## config.mk

```make
export PLATFORM = sky130hd
export DESIGN_NAME = hack_cpu
export DESIGN_NICKNAME = d
export VERILOG_FILES = /design/src/rtl/hack_pkg.sv /design/src/rtl/hack_alu.sv /design/src/rtl/hack_cpu.sv
export SDC_FILE = /design/constraint.sdc
export NUM_CORES = 1
export LEC_CHECK = 0
export BUFFER_PORTS_ARGS = -buffer_cell sky130_fd_sc_hd__buf_2
export CAP_MARGIN = 10
export CORE_MARGIN = 5
export CORE_UTILIZATION = 45
export DETAILED_ROUTE_END_ITERATION = 6
export GPL_TIMING_DRIVEN = 0
export PLACE_DENSITY = 0.66
export SETUP_SLACK_MARGIN = 0.4
export SLEW_MARGIN = 0
export SYNTH_ARGS = -nofsm -noshare
export SYNTH_HDL_FRONTEND = slang
export SYNTH_SLANG_ARGS = --single-unit
```

## constraint.sdc

```tcl
create_clock -name clk -period 6.4 [get_ports clk]
set_clock_uncertainty 0.15 [all_clocks]
set_input_delay 0.32 -clock clk [delete_from_list [all_inputs] [get_ports clk]]
set_output_delay 0.32 -clock clk [all_outputs]
set_load 0.01 [all_outputs]
```

## src/rtl/hack_pkg.sv

```systemverilog
// Shared definitions for the Hack CPU: widths, instruction field positions
// and the ALU control word.
package hack_pkg;

  localparam int WORD_W = 16;
  localparam int ADDR_W = 15;

  localparam int CI_BIT   = 15;
  localparam int A_BIT    = 12;
  localparam int COMP_HI  = 11;
  localparam int COMP_LO  = 6;
  localparam int DEST_A   = 5;
  localparam int DEST_D   = 4;
  localparam int DEST_M   = 3;
  localparam int JMP_LT   = 2;
  localparam int JMP_EQ   = 1;
  localparam int JMP_GT   = 0;

  // Field order matches instruction bits [11:6], so a direct cast decodes it.
  typedef struct packed {
    logic zx;
    logic nx;
    logic zy;
    logic ny;
    logic f;
    logic no;
  } alu_ctrl_t;

endpackage

```

## src/rtl/hack_alu.sv

```systemverilog
// Combinational 16-bit Hack ALU: optional zero/invert on each operand,
// add or AND, optional output invert, plus zero and negative flags.
module hack_alu
  import hack_pkg::*;
(
  input  logic [WORD_W-1:0] x,
  input  logic [WORD_W-1:0] y,
  input  alu_ctrl_t         ctrl,
  output logic [WORD_W-1:0] out,
  output logic              zr,
  output logic              ng
);

  logic [WORD_W-1:0] x_z, x_n, y_z, y_n, res;

  always_comb begin
    x_z = ctrl.zx ? '0 : x;
    x_n = ctrl.nx ? ~x_z : x_z;
    y_z = ctrl.zy ? '0 : y;
    y_n = ctrl.ny ? ~y_z : y_z;
    res = ctrl.f ? (x_n + y_n) : (x_n & y_n);
    out = ctrl.no ? ~res : res;
  end

  assign zr = (out == '0);
  assign ng = out[WORD_W-1];

endmodule

```

## src/rtl/hack_cpu.sv

```systemverilog
// Single-cycle Hack CPU core: decode, ALU, jump logic and the A/D/PC
// architectural registers.
module hack_cpu
  import hack_pkg::*;
(
  input  logic              clk,
  input  logic              reset,
  input  logic [WORD_W-1:0] instruction,
  input  logic [WORD_W-1:0] inM,
  output logic [WORD_W-1:0] outM,
  output logic              writeM,
  output logic [ADDR_W-1:0] addressM,
  output logic [ADDR_W-1:0] pc
);

  logic [WORD_W-1:0] a_reg, d_reg, alu_y, alu_out;
  logic [ADDR_W-1:0] pc_reg;
  logic              is_c, zr, ng, jump_taken;
  logic              unused_bits;

  assign is_c        = instruction[CI_BIT];
  assign alu_y       = instruction[A_BIT] ? inM : a_reg;
  assign unused_bits = ^instruction[14:13];

  hack_alu u_alu (
    .x    (d_reg),
    .y    (alu_y),
    .ctrl (alu_ctrl_t'(instruction[COMP_HI:COMP_LO])),
    .out  (alu_out),
    .zr   (zr),
    .ng   (ng)
  );

  assign jump_taken = is_c & ((instruction[JMP_LT] & ng) |
                              (instruction[JMP_EQ] & zr) |
                              (instruction[JMP_GT] & ~ng & ~zr));

  assign outM     = alu_out;
  assign writeM   = is_c & instruction[DEST_M] & ~reset;
  assign addressM = a_reg[ADDR_W-1:0];
  assign pc       = pc_reg;

  // Operands and jump target all come from pre-edge A/D, so AD=A+D and
  // A-writes combined with jumps see the old values.
  always_ff @(posedge clk or posedge reset) begin
    if (reset) begin
      a_reg  <= '0;
      d_reg  <= '0;
      pc_reg <= '0;
    end else begin
      if (!is_c)
        a_reg <= {1'b0, instruction[WORD_W-2:0]};
      else if (instruction[DEST_A])
        a_reg <= alu_out;
      if (is_c && instruction[DEST_D])
        d_reg <= alu_out;
      pc_reg <= jump_taken ? a_reg[ADDR_W-1:0] : pc_reg + 15'd1;
    end
  end

endmodule

```

# --- Yosys cells after proc, flatten, opt, wreduce, memory -nomap -nowiden ---
# Cells that the tools add are included.
totals:
  ff_bits: 47
op_classes:
  n_eq_ne: 1
  n_reduce_logical: 2
  mux: 10
  addsub: 2
  n_bitwise: 16
ops:
  columns: ["operator", "count"]
  rows:
  - ["$mux W16", 9]
  - ["$not A16 Y16", 3]
  - ["$add A16 B16 Y16", 1]
  - ["$and A16 B16 Y16", 1]
  - ["$logic_not A16 Y1", 1]
  - ["$add A15 B1 Y15 const B", 1]
  - ["$mux W15", 1]
  - ["$and A1 B1 Y1", 7]
  - ["$not A1 Y1", 3]
  - ["$ne A2 B2 Y1 const B", 1]
  - ["$or A1 B1 Y1", 2]
  - ["$logic_and A1 B1 Y1", 1]

# --- Longest topological paths before layout ---
logic_depth:
  word_depth: 14
  ltp_mapped: 17
  mapped_depth_nobuf: 15

# --- Cells and area by module ---
# A second synthesis with hierarchy kept.
unflattened:
  hier_cells: 492
  hier_area_um2: 4349.2
modules_own_cells:
  columns: ["module", "instances", "area_each_um2", "seq_area_each_um2", "cells_each"]
  rows:
  - ["hack_cpu", 1, 2442.3, 1176.1, 225]
  - ["hack_alu", 1, 1906.8, 0.0, 267]

# --- Worst setup path before layout ---
# OpenSTA, ideal clock, no wires.
synth_timing:
  path_type: "input to register"
  start: "input port instruction[12]"
  end: "register pc_reg[10] (netlist: pc[10])"
  slack_ns: 1.211
  cell_stages: 16
  path_buffers: 3
  t_required_ns: 6.125
  arrival_time_ns: 4.913
  cell_sequence: "clkbuf_1 > clkbuf_1 > mux2i_1 > nor2_1 > xor2_1 > ha_1 > a21o_1 > a221oi_4 > mux2i_1 > or4_4 > a2111oi_2 > nand4b_1 > o41a_1 > o311ai_4 > buf_12 > mux2_4"
synth_between:
  elab_chain_cells: 14
  word_cells_on_any_way: 20
synth_rtl:
  columns: ["element", "line_no", "text"]
  rows:
  - ["start, declared", "hack_cpu.sv:8", "input logic [WORD_W-1:0] instruction,"]
  - ["$mux W16 (*)", "hack_cpu.sv:22", "assign alu_y = instruction[A_BIT] ? inM : a_reg;"]
  - ["$mux W16 (*)", "hack_alu.sv:19", "y_z = ctrl.zy ? '0 : y;"]
  - ["$not A16 Y16", "hack_alu.sv:20", "y_n = ctrl.ny ? ~y_z : y_z;"]
  - ["$mux W16 (*)", "hack_alu.sv:20", null]
  - ["$add A16 B16 Y16 / $and A16 B16 Y16 (equally long branches)", "hack_alu.sv:21", "res = ctrl.f ? (x_n + y_n) : (x_n & y_n);"]
  - ["$mux W16 (*)", "hack_alu.sv:21", null]
  - ["$not A16 Y16", "hack_alu.sv:22", "out = ctrl.no ? ~res : res;"]
  - ["$mux W16 (*)", "hack_alu.sv:22", null]
  - ["$logic_not A16 Y1 / $not A1 Y1 (equally long branches)", "hack_alu.sv:25, hack_cpu.sv:36", null]
  - ["$and A1 B1 Y1, or another cell as far along", "hack_cpu.sv:35", "(instruction[JMP_EQ] & zr) |"]
  - ["$or A1 B1 Y1 / $and A1 B1 Y1 (equally long branches)", "hack_cpu.sv:34, hack_cpu.sv:36", null]
  - ["$or A1 B1 Y1 (*)", "hack_cpu.sv:35", null]
  - ["$and A1 B1 Y1 (*)", "hack_cpu.sv:34", "assign jump_taken = is_c & ((instruction[JMP_LT] & ng) |"]
  - ["$mux W15 (*)", "hack_cpu.sv:57", "pc_reg <= jump_taken ? a_reg[ADDR_W-1:0] : pc_reg + 15'd1;"]
  - ["end signal, assigned", "hack_cpu.sv:57", null]
  - ["end, declared", "hack_cpu.sv:17", "logic [ADDR_W-1:0] pc_reg;"]
# Mark *: on every way between the ends. The rest lies on a longest branch, timed or not.
# A chain may end at the register's enable or synchronous reset.

# --- Worst setup path after layout ---
layout_timing:
  start: "input port instruction[12]"
  end: "register pc_reg[13] (netlist: pc[13])"
# Same word-level chain as after synthesis.

==> flow_summary_export.csv <==
group,metric,value,unit
final_layout,final_common_cell,"sky130_fd_sc_hd__buf_2",
synthesis,synth_simple_gate_area_frac,0.1880,
setup_path,worst_setup_path_start_kind,"primary input",
synthesis,ranking_of_synthesized_cells_by_area,"sky130_fd_sc_hd__dfrtp_1 27%, sky130_fd_sc_hd__xnor2_1 7.5%, sky130_fd_sc_hd__mux2i_1 7.3%",
synthesis,synthArstFlopShare,1.000,
flow_run,maxCapViolations,0,
synthesis,synth_cells,500,
routing,first_pass_iters,4,
routing,drt_wl_total,12.06,mm
synthesis,synth.area.mux_share,0.1594,
clock_network,cts_tree,"built",
final_layout,drive_above_1_share,0.2526,
clock_network,cts_max_level,2,
sta,setup_viol,0,
sta,finalCriticalPeriod,5585,ps
placed_design,io_buffers,76,
routing,vias,3985,
setup_path,cp_data_required_time,6440,ps
setup_path,timing.critical_path.arrival,5630,ps
grt,global_route_wire_length_before_repair,19.80,mm
routing,postRouteAntennaNets,0,
clock_network,insertion_delay_to_the_later_sink_of_the_worst_skew_pair,300,ps
clock_network,clock_pin_transition_on_the_worst_setup_and_hold_timing_paths,90,ps
synthesis,mappedNetlistNets,552,
clock_network,clock_root_cell,"sky130_fd_sc_hd__clkbuf_8",
min_path,hold_path_startpoint,"instruction[13]",
setup_path,worst-setup-path-type,"in2reg",
sta,timing.max_slew.rel_slack,0.5295,
grt,globalRouteMet3Util,0.02724,
floorplan,die_height,109.0,µm
placed_design,post-dp-hpwl,9.685,mm
grt,gr-max-usage-layer,"met2",
final_layout,post-route-util,0.5245,
setup_path,timing.critical_path.fanout_max,10,
synthesis,synth_compound_area_frac,0.1543,
clock_network,clockBufferDepth,2,
sta,worst_pin_slew,705.8,ps
grt,globalRouteOverflowTotal,0,
sta,setup_repair_after_global_routing_missed_its_margin,"no",
sta,final-max-slew-violation-count,0,
grt,vias_in_the_first_global_route,3870,
sta,setup-tns-final,0,ps
routing,routed_via_density,5.542,
floorplan,num_io_pins,81,
final_layout,num-nets-final,637,
synthesis,ys.warnings.count,0,
clock_network,clkSinkCount,47,
routing,wl_per_cell,16.78,µm
floorplan,initial_utilization,0.4556,
synthesis,share_of_synthesized_cell_area_in_full_adder_half_adder_and_majority_cells,0.05275,
floorplan,core.rowCount,36,
setup_path,rr_startpoint,"a_reg[0]",
setup_path,start_point_of_the_critical_path,"instruction[12]",
final_layout,area_growth_syn_to_layout,15.14,%
clock_network,post_cts.repair.setup_buffers,0,
synthesis,synth-seq-cells,47,
power_and_ir_drop,power-per-cell-area,366.6,nW/µm²
power_and_ir_drop,p_leak,2.322,nW
routing,detail_route.iter0.violations,190,
synthesis,syn_area_per_cell,8.823,µm²
synthesis,yosys.cell_types.count,57,
clock_network,cts-buffers-inserted,5,
placed_design,place_congestion,0.8995,
status,run_status,"finished clean",
final_layout,mostFrequentLayoutCells,"80 x sky130_fd_sc_hd__buf_2, 47 x sky130_fd_sc_hd__dfrtp_1, 46 x sky130_fd_sc_hd__nor2_1",
sta,final_hold_viol_count,0,
final_layout,filler_free_cell_count_of_the_finished_design,719,
placed_design,placement.cell_area,4979,µm²
routing,detail_route.drc_violations,0,
final_layout,num_antenna_cells,0,
synthesis,dominantRegCellSynth,"sky130_fd_sc_hd__dfrtp_1",
synthesis,yosys.area.top_type,"sky130_fd_sc_hd__dfrtp_1",
grt,grt_start_max_net_pins,40,
floorplan,placeableCoreArea,9684,µm²
sta,timing.fmax,179.1,MHz
synthesis,share_of_the_synthesized_area_in_the_top_cell_type,0.2666,
setup_path,worstSetupEndpointType,"flop",
synthesis,synth.cell_area,4412,µm²
placed_design,place.detailed.instances,710,
grt,grt_util_met1,0.2843,
grt,gr-usage-met2,0.3618,
power_and_ir_drop,vdd.ir_drop.worst,0.1655,mV
grt,groute.usage.overall,0.2096,
min_path,hp-class,"in2reg",
synthesis,synth_xor_xnor_area_share,0.1112,
final_layout,fin_area,5080,µm²
synthesis,synth_top_family_by_area,"simple AND/OR/NAND/NOR gates",
sta,final.period_utilization,0.8727,
synthesis,number_of_flops_mapped_to_enable_cells_by_yosys,0,
power_and_ir_drop,power,0.001862,W
grt,grt_antenna_before_repair,0,
floorplan,die-width,109.0,µm
floorplan,die_area,11880,µm²
synthesis,synth.yosys.seq_area_share,0.2666,
-- worst paths after layout --
path	to	slack, ps	cells past startpoint
worst max-delay path	pc[13]	820	16
worst min-delay path	a_reg[13]	90	2
worst max register to register	pc[13]	1050	15
worst min register to register	d_reg[13]	350	2
max in group asynchronous	d_reg[4]	5310	4
min in group asynchronous	pc[14]	320	3
-- report_power, final --
group,internal (W),total [W],leakage [nW],switching (W)
combinational,0.000547,0.00117,1.74,0.000621
sequential,0.000413,0.000513,0.546,0.0000997
clock,0.0000762,0.000182,0.0402,0.000106
total,0.00104,0.00186,2.32,0.000826
-- cell families after synthesis --
kind of cell,after synthesis
buf+inv,58
flops,47
compound gates,97
simple gates,161
xor+xnor,56
mux,63
fa+ha+maj,18
-- repair_timing --
action                     CTS  global route
hold endpoints to repair     9             0
setup endpoints to repair    0            15
hold buffers                 1             0
resized for setup            0             4
-- critical path: stages --
cell,delay (ps)
sky130_fd_sc_hd__clkbuf_1,400
sky130_fd_sc_hd__clkbuf_2,400
sky130_fd_sc_hd__mux2i_1,220
sky130_fd_sc_hd__nor2_1,70
sky130_fd_sc_hd__xor2_1,180
sky130_fd_sc_hd__ha_1,410
sky130_fd_sc_hd__a21o_1,260
sky130_fd_sc_hd__a221oi_4,450
sky130_fd_sc_hd__mux2i_1,230
sky130_fd_sc_hd__or4_4,560
sky130_fd_sc_hd__a2111oi_2,420
sky130_fd_sc_hd__nand4b_1,200
sky130_fd_sc_hd__o41a_1,380
sky130_fd_sc_hd__o311ai_4,570
sky130_fd_sc_hd__buf_12,230
sky130_fd_sc_hd__mux2_4,300
-- synth_stat cells, drive strengths merged, types with 8 or more instances --
master  count
nand3      13
inv        12
nand2b     22
nand2      29
mux2i      32
or3         8
nand3b      8
xor2       18
buf        26
mux2       31
clkbuf     20
nor2       46
dfrtp      47
xnor2      38
a21oi      33
and3       13
o21ai      16
ha         17
-- routing by layer --
metal  vias to the layer above  wire length, µm  share of wire
met3                        16              611          0.051
li1                       1922                -              -
met1                      1945             5414           0.45
met2                       102             5915           0.49
met5                         -                0              0
met4                         0              121          0.010
-- layout make-up --
type	instances	area, µm²
clock buffer	5	68.82
timing repair buffer	78	410.4
clock inverter	3	20.02
tap	133	166.4
fill	956	4604
multi-input combinational	395	2937
sequential	47	1176
inverter	12	45.04
buffer	46	256.5
-- metrics by stage --
stage	worst slack (ps)	hold slack, ps
6_report	815.0	92.13
2_1_floorplan	1212	300.9
3_5_place_dp	267.4	101.5
4_1_cts	598.9	90.10
3_3_place_gp	351.7	315.5
5_1_grt	464.3	95.25
Power figures use the tool's default switching activity.
